## src/rtl/sr_flag_arbiter.sv

```systemverilog
// Round-robin arbiter that applies one requester's SR command per cycle to a shared flag bank.
// Define SR_TOGGLE_EN to make op=11 a JK-style toggle instead of an illegal command.
module sr_flag_arbiter #(
  parameter int unsigned NREQ   = 4,
  parameter int unsigned NFLAGS = 8,
  parameter int unsigned IW     = 3,
  parameter int unsigned RW     = 2
) (
  input  logic                 clk,
  input  logic                 rst,
  input  logic [NREQ-1:0]      req,
  input  logic [2*NREQ-1:0]    op,
  input  logic [IW*NREQ-1:0]   idx,
  output logic [NREQ-1:0]      gnt,
  output logic [NFLAGS-1:0]    q,
  output logic                 err,
  output logic [RW-1:0]        err_id,
  output logic [7:0]           err_cnt
);

  logic [1:0]        op_a  [NREQ];
  logic [IW-1:0]     idx_a [NREQ];

  for (genvar i = 0; i < NREQ; i++) begin : g_unpack
    assign op_a[i]  = op[2*i +: 2];
    assign idx_a[i] = idx[IW*i +: IW];
  end

  logic [NREQ-1:0]   gnt_q, gnt_d, eligible;
  logic [NFLAGS-1:0] q_q, q_d;
  logic [RW-1:0]     ptr_q, ptr_d, win, cand_id, err_id_q, err_id_d;
  logic              found, err_q, err_d;
  logic [7:0]        err_cnt_q, err_cnt_d;
  logic [1:0]        win_op;
  logic [IW-1:0]     win_idx;
  int unsigned       cand;

  // A requester granted last cycle still shows req high, so it sits out one cycle.
  always_comb begin
    eligible = req & ~gnt_q;
    found    = 1'b0;
    win      = '0;
    cand     = 0;
    cand_id  = '0;
    for (int unsigned i = 0; i < NREQ; i++) begin
      cand = {{(32-RW){1'b0}}, ptr_q} + i;
      if (cand >= NREQ) cand = cand - NREQ;
      cand_id = RW'(cand);
      if (!found && eligible[cand_id]) begin
        found = 1'b1;
        win   = cand_id;
      end
    end
  end

  assign win_op  = op_a[win];
  assign win_idx = idx_a[win];

  always_comb begin
    gnt_d     = '0;
    ptr_d     = ptr_q;
    q_d       = q_q;
    err_d     = 1'b0;
    err_id_d  = err_id_q;
    err_cnt_d = err_cnt_q;
    if (found) begin
      gnt_d[win] = 1'b1;
      ptr_d      = (win == RW'(NREQ - 1)) ? '0 : win + 1'b1;
      case (win_op)
        2'b01: q_d[win_idx] = 1'b0;
        2'b10: q_d[win_idx] = 1'b1;
        2'b11: begin
`ifdef SR_TOGGLE_EN
          q_d[win_idx] = ~q_q[win_idx];
`else
          err_d     = 1'b1;
          err_id_d  = win;
          err_cnt_d = (err_cnt_q != 8'hff) ? err_cnt_q + 8'd1 : err_cnt_q;
`endif
        end
        default: ;
      endcase
    end
  end

  always_ff @(posedge clk) begin
    if (rst) begin
      gnt_q     <= '0;
      ptr_q     <= '0;
      q_q       <= '0;
      err_q     <= 1'b0;
      err_id_q  <= '0;
      err_cnt_q <= '0;
    end else begin
      gnt_q     <= gnt_d;
      ptr_q     <= ptr_d;
      q_q       <= q_d;
      err_q     <= err_d;
      err_id_q  <= err_id_d;
      err_cnt_q <= err_cnt_d;
    end
  end

  assign gnt     = gnt_q;
  assign q       = q_q;
  assign err     = err_q;
  assign err_id  = err_id_q;
  assign err_cnt = err_cnt_q;

endmodule

```

## config.mk

```make
export PLATFORM = sky130hd
export DESIGN_NAME = sr_flag_arbiter
export DESIGN_NICKNAME = d
export VERILOG_FILES = /design/src/rtl/sr_flag_arbiter.sv
export SDC_FILE = /design/constraint.sdc
export NUM_CORES = 1
export LEC_CHECK = 0
export ABC_AREA = 1
export BUFFER_PORTS_ARGS = -buffer_cell sky130_fd_sc_hd__buf_2
export CORE_MARGIN = 1.5
export CORE_UTILIZATION = 40
export CTS_CLUSTER_DIAMETER = 40
export DETAILED_ROUTE_END_ITERATION = 10
export GPL_ROUTABILITY_DRIVEN = 0
export GPL_TIMING_DRIVEN = 0
export SYNTH_ARGS = -nofsm -noshare
export SYNTH_HDL_FRONTEND = slang
export SYNTH_SLANG_ARGS = --single-unit
```

## constraint.sdc

```tcl
create_clock -name clk -period 4 [get_ports clk]
set_clock_uncertainty 0.05 [all_clocks]
set_input_delay 0.4 -clock clk [delete_from_list [all_inputs] [get_ports clk]]
set_output_delay 0.4 -clock clk [all_outputs]
set_load 0.02 [all_outputs]
```

==> results of run 1 <==
-- cells in the mapped netlist, drive strengths merged --
| master | n | area share |
|---|---|---|
| nor4 | 1 | 0.0034 |
| ha | 7 | 0.048 |
| o22ai | 1 | 0.0034 |
| dfxtp | 25 | 0.27 |
| a32oi | 1 | 0.0089 |
| a31oi | 1 | 0.012 |
| nand4 | 15 | 0.060 |
| nor2 | 23 | 0.061 |
| buf | 7 | 0.040 |
| nor3b | 1 | 0.0041 |
| nand2 | 73 | 0.18 |
| nand3 | 39 | 0.14 |
| o21ai | 9 | 0.025 |
| nor3 | 3 | 0.011 |
| a21oi | 19 | 0.052 |
| inv | 38 | 0.079 |
-- cell type report --
class / instances / share of cell area
sequential: 25 / 0.230
timing repair buffer: 48 / 0.110
clock inverter: 1 / 0.00230
inverter: 38 / 0.0666
buffer: 7 / 0.0333
clock buffer: 3 / 0.0189
multi-input combinational: 193 / 0.509
tap: 52 / 0.0299
-- metal layers --
layer  part of all wire  up-vias  track usage
met3              0.047        5       0.0256
met5                  0        -            0
met1               0.48      769        0.224
met4              0.012        0       0.0524
li1                   -      975            -
met2               0.46       38        0.296
-- stage by stage --
stage	area, um2	hold slack (ns)	std cells
floorplan	1830	0.419	263
global placement	2130	0.400	363
detailed placement	2130	0.402	363
CTS	2180	0.331	367
global route	2180	0.347	367
finish	2180	0.346	367
-- worst paths after layout --
check	endpoint	slack, ns	cells past startpoint
hold / removal	ptr_q[0]	0.35	2
hold reg to reg	err_cnt[4]	0.42	2
setup / recovery	err_cnt[7]	0.97	20
setup reg to reg	err_cnt[7]	0.97	20
-- cell families (layout without fill, tap and decap cells) --
logic type / Yosys count / in the layout / synth area share
fa+ha+maj: 7 / 7 / 0.0479
simple gates: 155 / 155 / 0.459
compound gates: 31 / 31 / 0.101
flops: 25 / 25 / 0.274
buf+inv: 45 / 97 / 0.119
-- critical path: cells and delay by family (launching register included) --
kind / cells / cell delay [ns]
AO/OA/AOI/OAI: 4 / 0.73
adder cells (fa/ha/maj): 1 / 0.20
buffers and inverters: 4 / 0.51
flip-flops: 1 / 0.32
AND/OR/NAND/NOR: 11 / 1.15
==> summary.txt, run 1 <==
Drt
  – Antenna viol nets, final: 0
  – DRC errors left: 0
  – Routed vias: 1787
  – Total wire length: slightly above 4 mm
  – Initial DRC count: 102
  – Avg WL per Cell: 11.3 um
  – Drt pass-1 iters: 4
  – Vias per Instance: a little under 5

Clocking
  – H-tree depth: 1
  – CTS resizes: 0
  – Sink Count: 25
  – Cts bufs inserted: 3
  – Clock tree buffer depth: 2
  – Latest clock arrival within the worst-skew pair: 0.27 ns
  – # hold bufs at CTS: 0
  – CTS tree: built
  – CTS clk-pin slew, worst paths: 0.09 ns
  – Post-CTS setup buffer count: 0
  – CTS root buf: clkbuf_8

Setup path
  – CP peak stage delay: 0.32 ns
  – Crit-path cells: buf_6, inv_4, nand3_1, nand3_2, nand2_4, nand2_4, nand2_2, nand2_4, nand3_4, buf_12, inv_2, o21ai_0, o22ai_1, ha_1, nand2_2, a31oi_4, nand4_1, o21ai_0, nand2_1, nor2_1
  – Start point of the critical path: ptr_q[0]
  – Max stage delay cell, worst path: dfxtp_1
  – Critical path class: register to register
  – Worst path arrival time: 3.18 ns
  – Reg-to-reg critical path startpoint: ptr_q[0]
  – Worst path required time: just over 4 ns
  – Crit. End Element: register
  – Setup crit start kind: register
  – Crit path top cell by count: nand2_4
  – Crit-path max FO: 11

Global route
  – Vias in the first global route: 1595
  – Total gr overflow: 0
  – Total track usage: 0.172
  – First-pass GRT wire length: 7.10 mm
  – Largest net degree at the start of global routing: 15
  – Initial antenna violation count: 0

Die
  – Core area: around 4400 um2
  – # IOs: 49
  – Full die area: 4980 um2
  – Die W: slightly above 70 um
  – Initial Utilization: 0.417
  – Rows: 24
  – Die H: 70.6 um

STA
  – Final min period: 3.03 ns
  – Period utilization: 0.758
  – Fin. Hold Viols: 0
  – FMAX: 0.330 GHz
  – RSZ-0062 raised after global routing: false
  – Max-slew violations: 0
  – Setup_tns: 0 ns
  – Worst setup margin: between 0.9 and 1 ns
  – Setup violations, final: 0
  – Relative max-transition margin: 0.500
  – Worst-Margin Slew: 0.743 ns

Synth
  – Cell area after synthesis: 1830 um2
  – Register area share after synthesis: 0.274
  – Syn Inst Count: 263
  – Post-synth cell types: 29
  – Synthesis-stage register bit count: 25
  – Synth Net Count: 296
  – YS warnings: 0
  – Mean Syn Cell Area: 6.95 um2

Place
  – Setup WS pre-CTS: 0.988 ns
  – Buffers added on ports: 48
  – Final HPWL DP: 3.29 mm

Final layout
  – Most common cell after layout, fill and taps aside: nand2_1
  – Fillers: around 460
  – Most frequent cells in the layout: nand2_1, buf_2, inv_1
  – ANT cells: 0
  – Layout area overhead: 19.2%
  – Layout Nets: 349
  – Share of post-route cells with drive strength above 1: 0.314
  – Util after Layout: 0.497
  – Multi-input gate area: 1110 um2
  – Register area: 500 um2

Hold path
  – Hold Path Class: input port to register
  – Hold_sp: rst

Outcome
  – Status: finished clean

Job
  – Max Cap Violations: 0
Power of run 1 is left out: the tool's default activity adds up to more than one toggle a clock period on the data nets, which glitch-free logic cannot reach.
==> inputs of run 2 (changes only) <==
Clock period 4 ns to 2.8 ns, I/O delays scaled along.
==> run 2 against run 1 <==
Net effect: first-iteration DRC count fell by 3.9%; setup slack worse by 0.89 ns; final area rose by 16%; sequential share of layout area decreased by 2.9 points; register-to-register slack worse by 0.89 ns; flip-flop and latch count stayed put; critical path depth is 2 lower; utilization up 7.8 points; routed wire length grew 13%; count of clock-buffer cells in the layout is the same; via count grew 8.8%.
==> summary.txt, run 2 (same netlist as run 1, synthesis figures left out) <==
Outcome
  – Status: finished clean (unchanged)

Place
  – Post-DP Area: 2130 um2 (unchanged)
  – Final HPWL DP: 3.29 mm (unchanged)
  – Buffers added on ports: 48 (unchanged)

Die
  – # IOs: 49 (unchanged)
  – Die H: 70.6 um (unchanged)
  – Core area: 4380 um2 (unchanged)
  – Rows: 24 (unchanged)
  – Full die area: 4980 um2 (unchanged)
  – Die W: 70.6 um (unchanged)
  – Initial Utilization: 0.417 (unchanged)

Clocking
  – Clock tree buffer depth: 2 (unchanged)
  – CTS tree: built (unchanged)
  – CTS root buf: clkbuf_8 (unchanged)
  – Sink Count: 25 (unchanged)
  – Latest clock arrival within the worst-skew pair: 0.27 ns (about the same)
  – H-tree depth: 1 (unchanged)
  – CTS clk-pin slew, worst paths: 0.09 ns (about the same)
  – Cts bufs inserted: 3 (unchanged)
  – # hold bufs at CTS: 0 (unchanged)

STA
  – Period utilization: 0.973 (was 0.758)
  – RSZ-0062 raised after global routing: true (was false)
  – Setup violations, final: 0 (unchanged)
  – FMAX: 0.367 GHz (was 0.330 GHz)
  – Setup_tns: 0 ns (unchanged)
  – Worst-Margin Slew: 0.742 ns (was 0.743 ns)
  – Final min period: 2.72 ns (was 3.03 ns)
  – Relative max-transition margin: 0.501 (was 0.500)
  – Fin. Hold Viols: 0 (unchanged)
  – Max-slew violations: 0 (unchanged)

Setup path
  – Critical path class: register to register (unchanged)
  – Critical path's top delay family: simple AND/OR/NAND/NOR gates (unchanged)
  – Crit-path cells: buf_8, inv_8, nand2_2, nand2_2, nand3_2, nand2_4, nand4_1, nand3_1, nand2_2, buf_8, a32oi_4, ha_2, nand2_4, a31oi_4, nand4_1, o21ai_1, nand2_1, nor2_1 (was buf_6, inv_4, nand3_1, nand3_2, nand2_4, nand2_4, nand2_2, nand2_4, nand3_4, buf_12, inv_2, o21ai_0, o22ai_1, ha_1, nand2_2, a31oi_4, nand4_1, o21ai_0, nand2_1, nor2_1)
  – Buf/Inv on CP: 3 (was 4)
  – Crit. End Element: register (unchanged)
  – Crit-path max FO: 8 (was 11)
  – Crit path top cell by count: nand2_2 (was nand2_4)
  – Setup crit start kind: register (unchanged)
  – Worst path required time: 2.95 ns (was 4.15 ns)
  – Worst path arrival time: 2.88 ns (was 3.18 ns)
  – Max stage delay cell, worst path: dfxtp_2 (was dfxtp_1)
  – CP peak stage delay: 0.33 ns (was 0.32 ns)

Drt
  – Vias per Instance: 4.97 (was 4.87)
  – Total wire length: 4.70 mm (was 4.15 mm)
  – Routed vias: 1944 (was 1787)
  – Antenna viol nets, final: 0 (unchanged)
  – Drt pass-1 iters: 4 (unchanged)
  – Avg WL per Cell: 12.0 um (was 11.3 um)
  – Initial DRC count: 98 (was 102)
  – DRC errors left: 0 (unchanged)

Global route
  – Vias in the first global route: 1698 (was 1595)
  – Total gr overflow: 0 (unchanged)
  – Total track usage: 0.184 (was 0.172)
  – First-pass GRT wire length: 7.55 mm (was 7.10 mm)
  – Largest net degree at the start of global routing: 15 (unchanged)
  – Initial antenna violation count: 0 (unchanged)

Final layout
  – ANT cells: 0 (unchanged)
  – Share of post-route cells with drive strength above 1: 0.445 (was 0.314)
  – Most common cell after layout, fill and taps aside: nand2_1 (unchanged)
  – Post-route cell area: 2520 um2 (was 2180 um2)
  – Most frequent cells in the layout: nand2_1, buf_2, inv_1 (unchanged)
  – Layout Nets: 373 (was 349)
  – Layout area overhead: 37.9% (was 19.2%)

Job
  – Max Cap Violations: 0 (unchanged)

Hold path
  – Hold Path Class: input port to register (unchanged)
## run 2: cell count changes in the layout (fill, tap and decap cells not counted), moves of 5 or more
cell and delta:
o21ai_0 -5, nand3_1 -10, nand2_1 -5, buf_4 +24
nand3_2 +10
## run 2: worst paths after layout
path | depth (start not counted) | startpoint | slack [ns] | end
setup / recovery | 18 | ptr_q[0] | 0.08 | err_cnt[7]
hold / removal | 2 | rst | 0.23 | ptr_q[0]
setup reg to reg | 18 | ptr_q[0] | 0.08 | err_cnt[7]
hold reg to reg | 2 | err_cnt[4] | 0.41 | err_cnt[4]
## run 2: per-stage QoR
stage          hold slack, ns  worst slack, ns  cells   util
6_report                0.233           0.0757    391  0.575
5_1_grt                 0.230           -0.103    391  0.575
4_1_cts                 0.204          0.00680    379  0.529
3_5_place_dp            0.402           -0.212    363  0.487
3_3_place_gp            0.400           -0.177    363  0.487
2_1_floorplan           0.299            0.154    263      -
## run 2: worst reg2reg max path: stages, from the launching register on
cell and delay, ns:
dfxtp_2 0.33, buf_8 0.14, inv_8 0.08, nand2_2 0.05
nand2_2 0.10, nand3_2 0.09, nand2_4 0.13, nand4_1 0.10
nand3_1 0.10, nand2_2 0.11, buf_8 0.16, a32oi_4 0.25
ha_2 0.23, nand2_4 0.06, a31oi_4 0.21, nand4_1 0.17
o21ai_1 0.16, nand2_1 0.06, nor2_1 0.11
## run 2: metal layers
metal  track usage  vias up  share of wire
li1              -     1018              -
met3        0.0285        5          0.041
met2         0.320       41           0.49
met1         0.236      880           0.46
met5             0        -              0
met4        0.0545        0          0.010
## run 2: final cells by class
type	count	area, um2
Sequential cell	25	505
Timing Repair Buffer	73	428
Tap cell	52	65.1
Clock inverter	1	5.00
Inverter	38	160
Clock buffer	3	41.3
Buffer	6	63.8
Fill cell	442	1860
Multi-Input combinational cell	193	1250
## run 2: what timing repair did
| item | CTS | global route |
|---|---|---|
| endpoints found under the setup margin | 14 | 16 |
| gates resized for setup | 17 | 33 |
| pin swaps | 11 | 19 |
| buffers inserted | 12 | 13 |
Power of run 2 is left out for the same reason.
==> inputs of run 3 (changes only) <==
Settings changed: CTS_BUF_LIST from default to sky130_fd_sc_hd__clkbuf_16.
==> run 3 against run 2 <==
Net effect: utilization grew 2.6 points; largest cell class unchanged; cell count grew 0.51%; sequential share of layout area down 0.88 points; first-iteration DRC count fell by 22%; critical endpoint unchanged; fmax is essentially flat; flip-flop and latch count stayed put; count of clock-buffer cells in the layout unchanged.
==> summary.txt, run 3 (same netlist as run 1, synthesis figures left out) <==
Die
  – # IOs: 49 (unchanged)
  – Die W: 70.6 um (unchanged)
  – Full die area: 4980 um2 (unchanged)
  – Core area: 4380 um2 (unchanged)
  – Initial Utilization: 0.417 (unchanged)
  – Die H: 70.6 um (unchanged)
  – Rows: 24 (unchanged)

Global route
  – First-pass GRT wire length: 7.55 mm (unchanged)
  – Total track usage: 0.183 (was 0.184)
  – Largest net degree at the start of global routing: 15 (unchanged)
  – Initial antenna violation count: 0 (unchanged)
  – Total gr overflow: 0 (unchanged)
  – Vias in the first global route: 1694 (was 1698)

Setup path
  – Buf/Inv on CP: 3 (unchanged)
  – Crit-path cells: buf_8, clkinv_8, nand3_2, nand3_4, nand2_4, nand2_4, nand2_4, nand2_4, nand3_4, clkinv_4, nand2_4, a32oi_4, ha_2, nand2_4, a31oi_4, nand4_1, o21ai_1, nand2_1, nor2_1 (was buf_8, inv_8, nand2_2, nand2_2, nand3_2, nand2_4, nand4_1, nand3_1, nand2_2, buf_8, a32oi_4, ha_2, nand2_4, a31oi_4, nand4_1, o21ai_1, nand2_1, nor2_1)
  – CP peak stage delay: 0.32 ns (was 0.33 ns)
  – Worst path required time: 2.94 ns (was 2.95 ns)
  – Critical path class: register to register (unchanged)
  – Worst path arrival time: 2.87 ns (was 2.88 ns)
  – Crit path top cell by count: nand2_4 (was nand2_2)
  – Crit-path max FO: 8 (unchanged)
  – Setup crit start kind: register (unchanged)
  – Max stage delay cell, worst path: dfxtp_2 (unchanged)
  – Crit. End Element: register (unchanged)
  – Critical path's top delay family: simple AND/OR/NAND/NOR gates (unchanged)

Outcome
  – Status: finished clean (unchanged)

STA
  – Period utilization: 0.973 (about the same)
  – Fin. Hold Viols: 0 (unchanged)
  – FMAX: 0.367 GHz (about the same)
  – Worst-Margin Slew: 0.754 ns (was 0.742 ns)
  – Final hold slack: 0.244 ns (was 0.233 ns)
  – RSZ-0062 raised after global routing: true (unchanged)
  – Setup violations, final: 0 (unchanged)
  – Max-slew violations: 0 (unchanged)
  – Final min period: 2.73 ns (was 2.72 ns)
  – Relative max-transition margin: 0.493 (was 0.501)

Clocking
  – CTS root buf: clkbuf_16 (was clkbuf_8)
  – # hold bufs at CTS: 0 (unchanged)
  – Latest clock arrival within the worst-skew pair: 0.26 ns (was 0.27 ns)
  – Clock tree buffer depth: 2 (unchanged)
  – H-tree depth: 1 (unchanged)
  – Cts bufs inserted: 3 (unchanged)
  – Sink Count: 25 (unchanged)
  – CTS clk-pin slew, worst paths: 0.06 ns (was 0.09 ns)
  – CTS tree: built (unchanged)

Final layout
  – Most common cell after layout, fill and taps aside: nand2_1 (unchanged)
  – Layout area overhead: 44.2% (was 37.9%)
  – Multi-input gate area: 1310 um2 (was 1250 um2)
  – Most frequent cells in the layout: nand2_1, buf_2, inv_1 (unchanged)
  – ANT cells: 0 (unchanged)
  – Layout Nets: 375 (was 373)
  – Share of post-route cells with drive strength above 1: 0.457 (was 0.445)
  – Fillers: 416 (was 442)
  – Register area: 505 um2 (unchanged)
  – Util after Layout: 0.601 (was 0.575)

Place
  – Final HPWL DP: 3.29 mm (unchanged)
  – Buffers added on ports: 48 (unchanged)

Hold path
  – Hold Path Class: input port to register (unchanged)

Job
  – Max Cap Violations: 0 (unchanged)

Drt
  – Antenna viol nets, final: 0 (unchanged)
  – Vias per Instance: 4.99 (was 4.97)
  – Routed vias: 1960 (was 1944)
  – Avg WL per Cell: 12.3 um (was 12.0 um)
  – DRC errors left: 0 (unchanged)
  – Initial DRC count: 76 (was 98)
  – Drt pass-1 iters: 4 (unchanged)
  – Total wire length: 4.83 mm (was 4.70 mm)
run 3: cell count changes in the layout (fill, tap and decap cells not counted), sizes merged:
cell    delta
inv        -1
buf        +2
clkinv     +1
run 3: worst register-to-register path, cell delays in order (launching register included):
cell,delay [ns]
dfxtp_2,0.32
buf_8,0.14
clkinv_8,0.08
nand3_2,0.12
nand3_4,0.11
nand2_4,0.09
nand2_4,0.10
nand2_4,0.05
nand2_4,0.06
nand3_4,0.13
clkinv_4,0.12
nand2_4,0.06
a32oi_4,0.23
ha_2,0.23
nand2_4,0.07
a31oi_4,0.21
nand4_1,0.18
o21ai_1,0.16
nand2_1,0.06
nor2_1,0.11
run 3: layout make-up:
type | count | share of cell area
buffer | 6 | 0.0242
tap | 52 | 0.0247
timing repair buffer | 75 | 0.168
multi-input combinational | 193 | 0.498
clock inverter | 1 | 0.00190
sequential | 25 | 0.192
clock buffer | 3 | 0.0285
inverter | 38 | 0.0626
run 3: layer usage:
metal	GRT usage	wire, um	vias up	share of wire
met5	0	0	-	0
met4	0.0545	44	0	0.0091
met3	0.0242	245	4	0.051
met2	0.321	2420	45	0.50
met1	0.235	2130	884	0.44
li1	-	-	1027	-
run 3: metrics by stage:
stage,instance area [um2],setup WS (ns),instances,setup TNS [ns]
floorplan,1830,0.154,263,0
global placement,2130,-0.177,363,-1.67
detailed placement,2130,-0.212,363,-1.67
CTS,2350,0.0115,379,0
global route,2640,-0.117,393,-0.486
finish,2640,0.0743,393,0
run 3: what timing repair did:
item                                    4_1_cts  5_1_grt
endpoints found under the setup margin       14       16
buffers inserted                             12       15
resized for setup                            17       45
pin swaps                                    11       21
run 3: worst paths after layout:
kind,from,to,slack (ns),depth (start not counted)
worst max-delay path,ptr_q[0],err_cnt[7],0.07,19
worst min register to register,err_cnt[4],err_cnt[4],0.41,2
worst max register to register,ptr_q[0],err_cnt[7],0.07,19
worst min-delay path,rst,ptr_q[0],0.24,2
Power of run 3 is left out for the same reason.
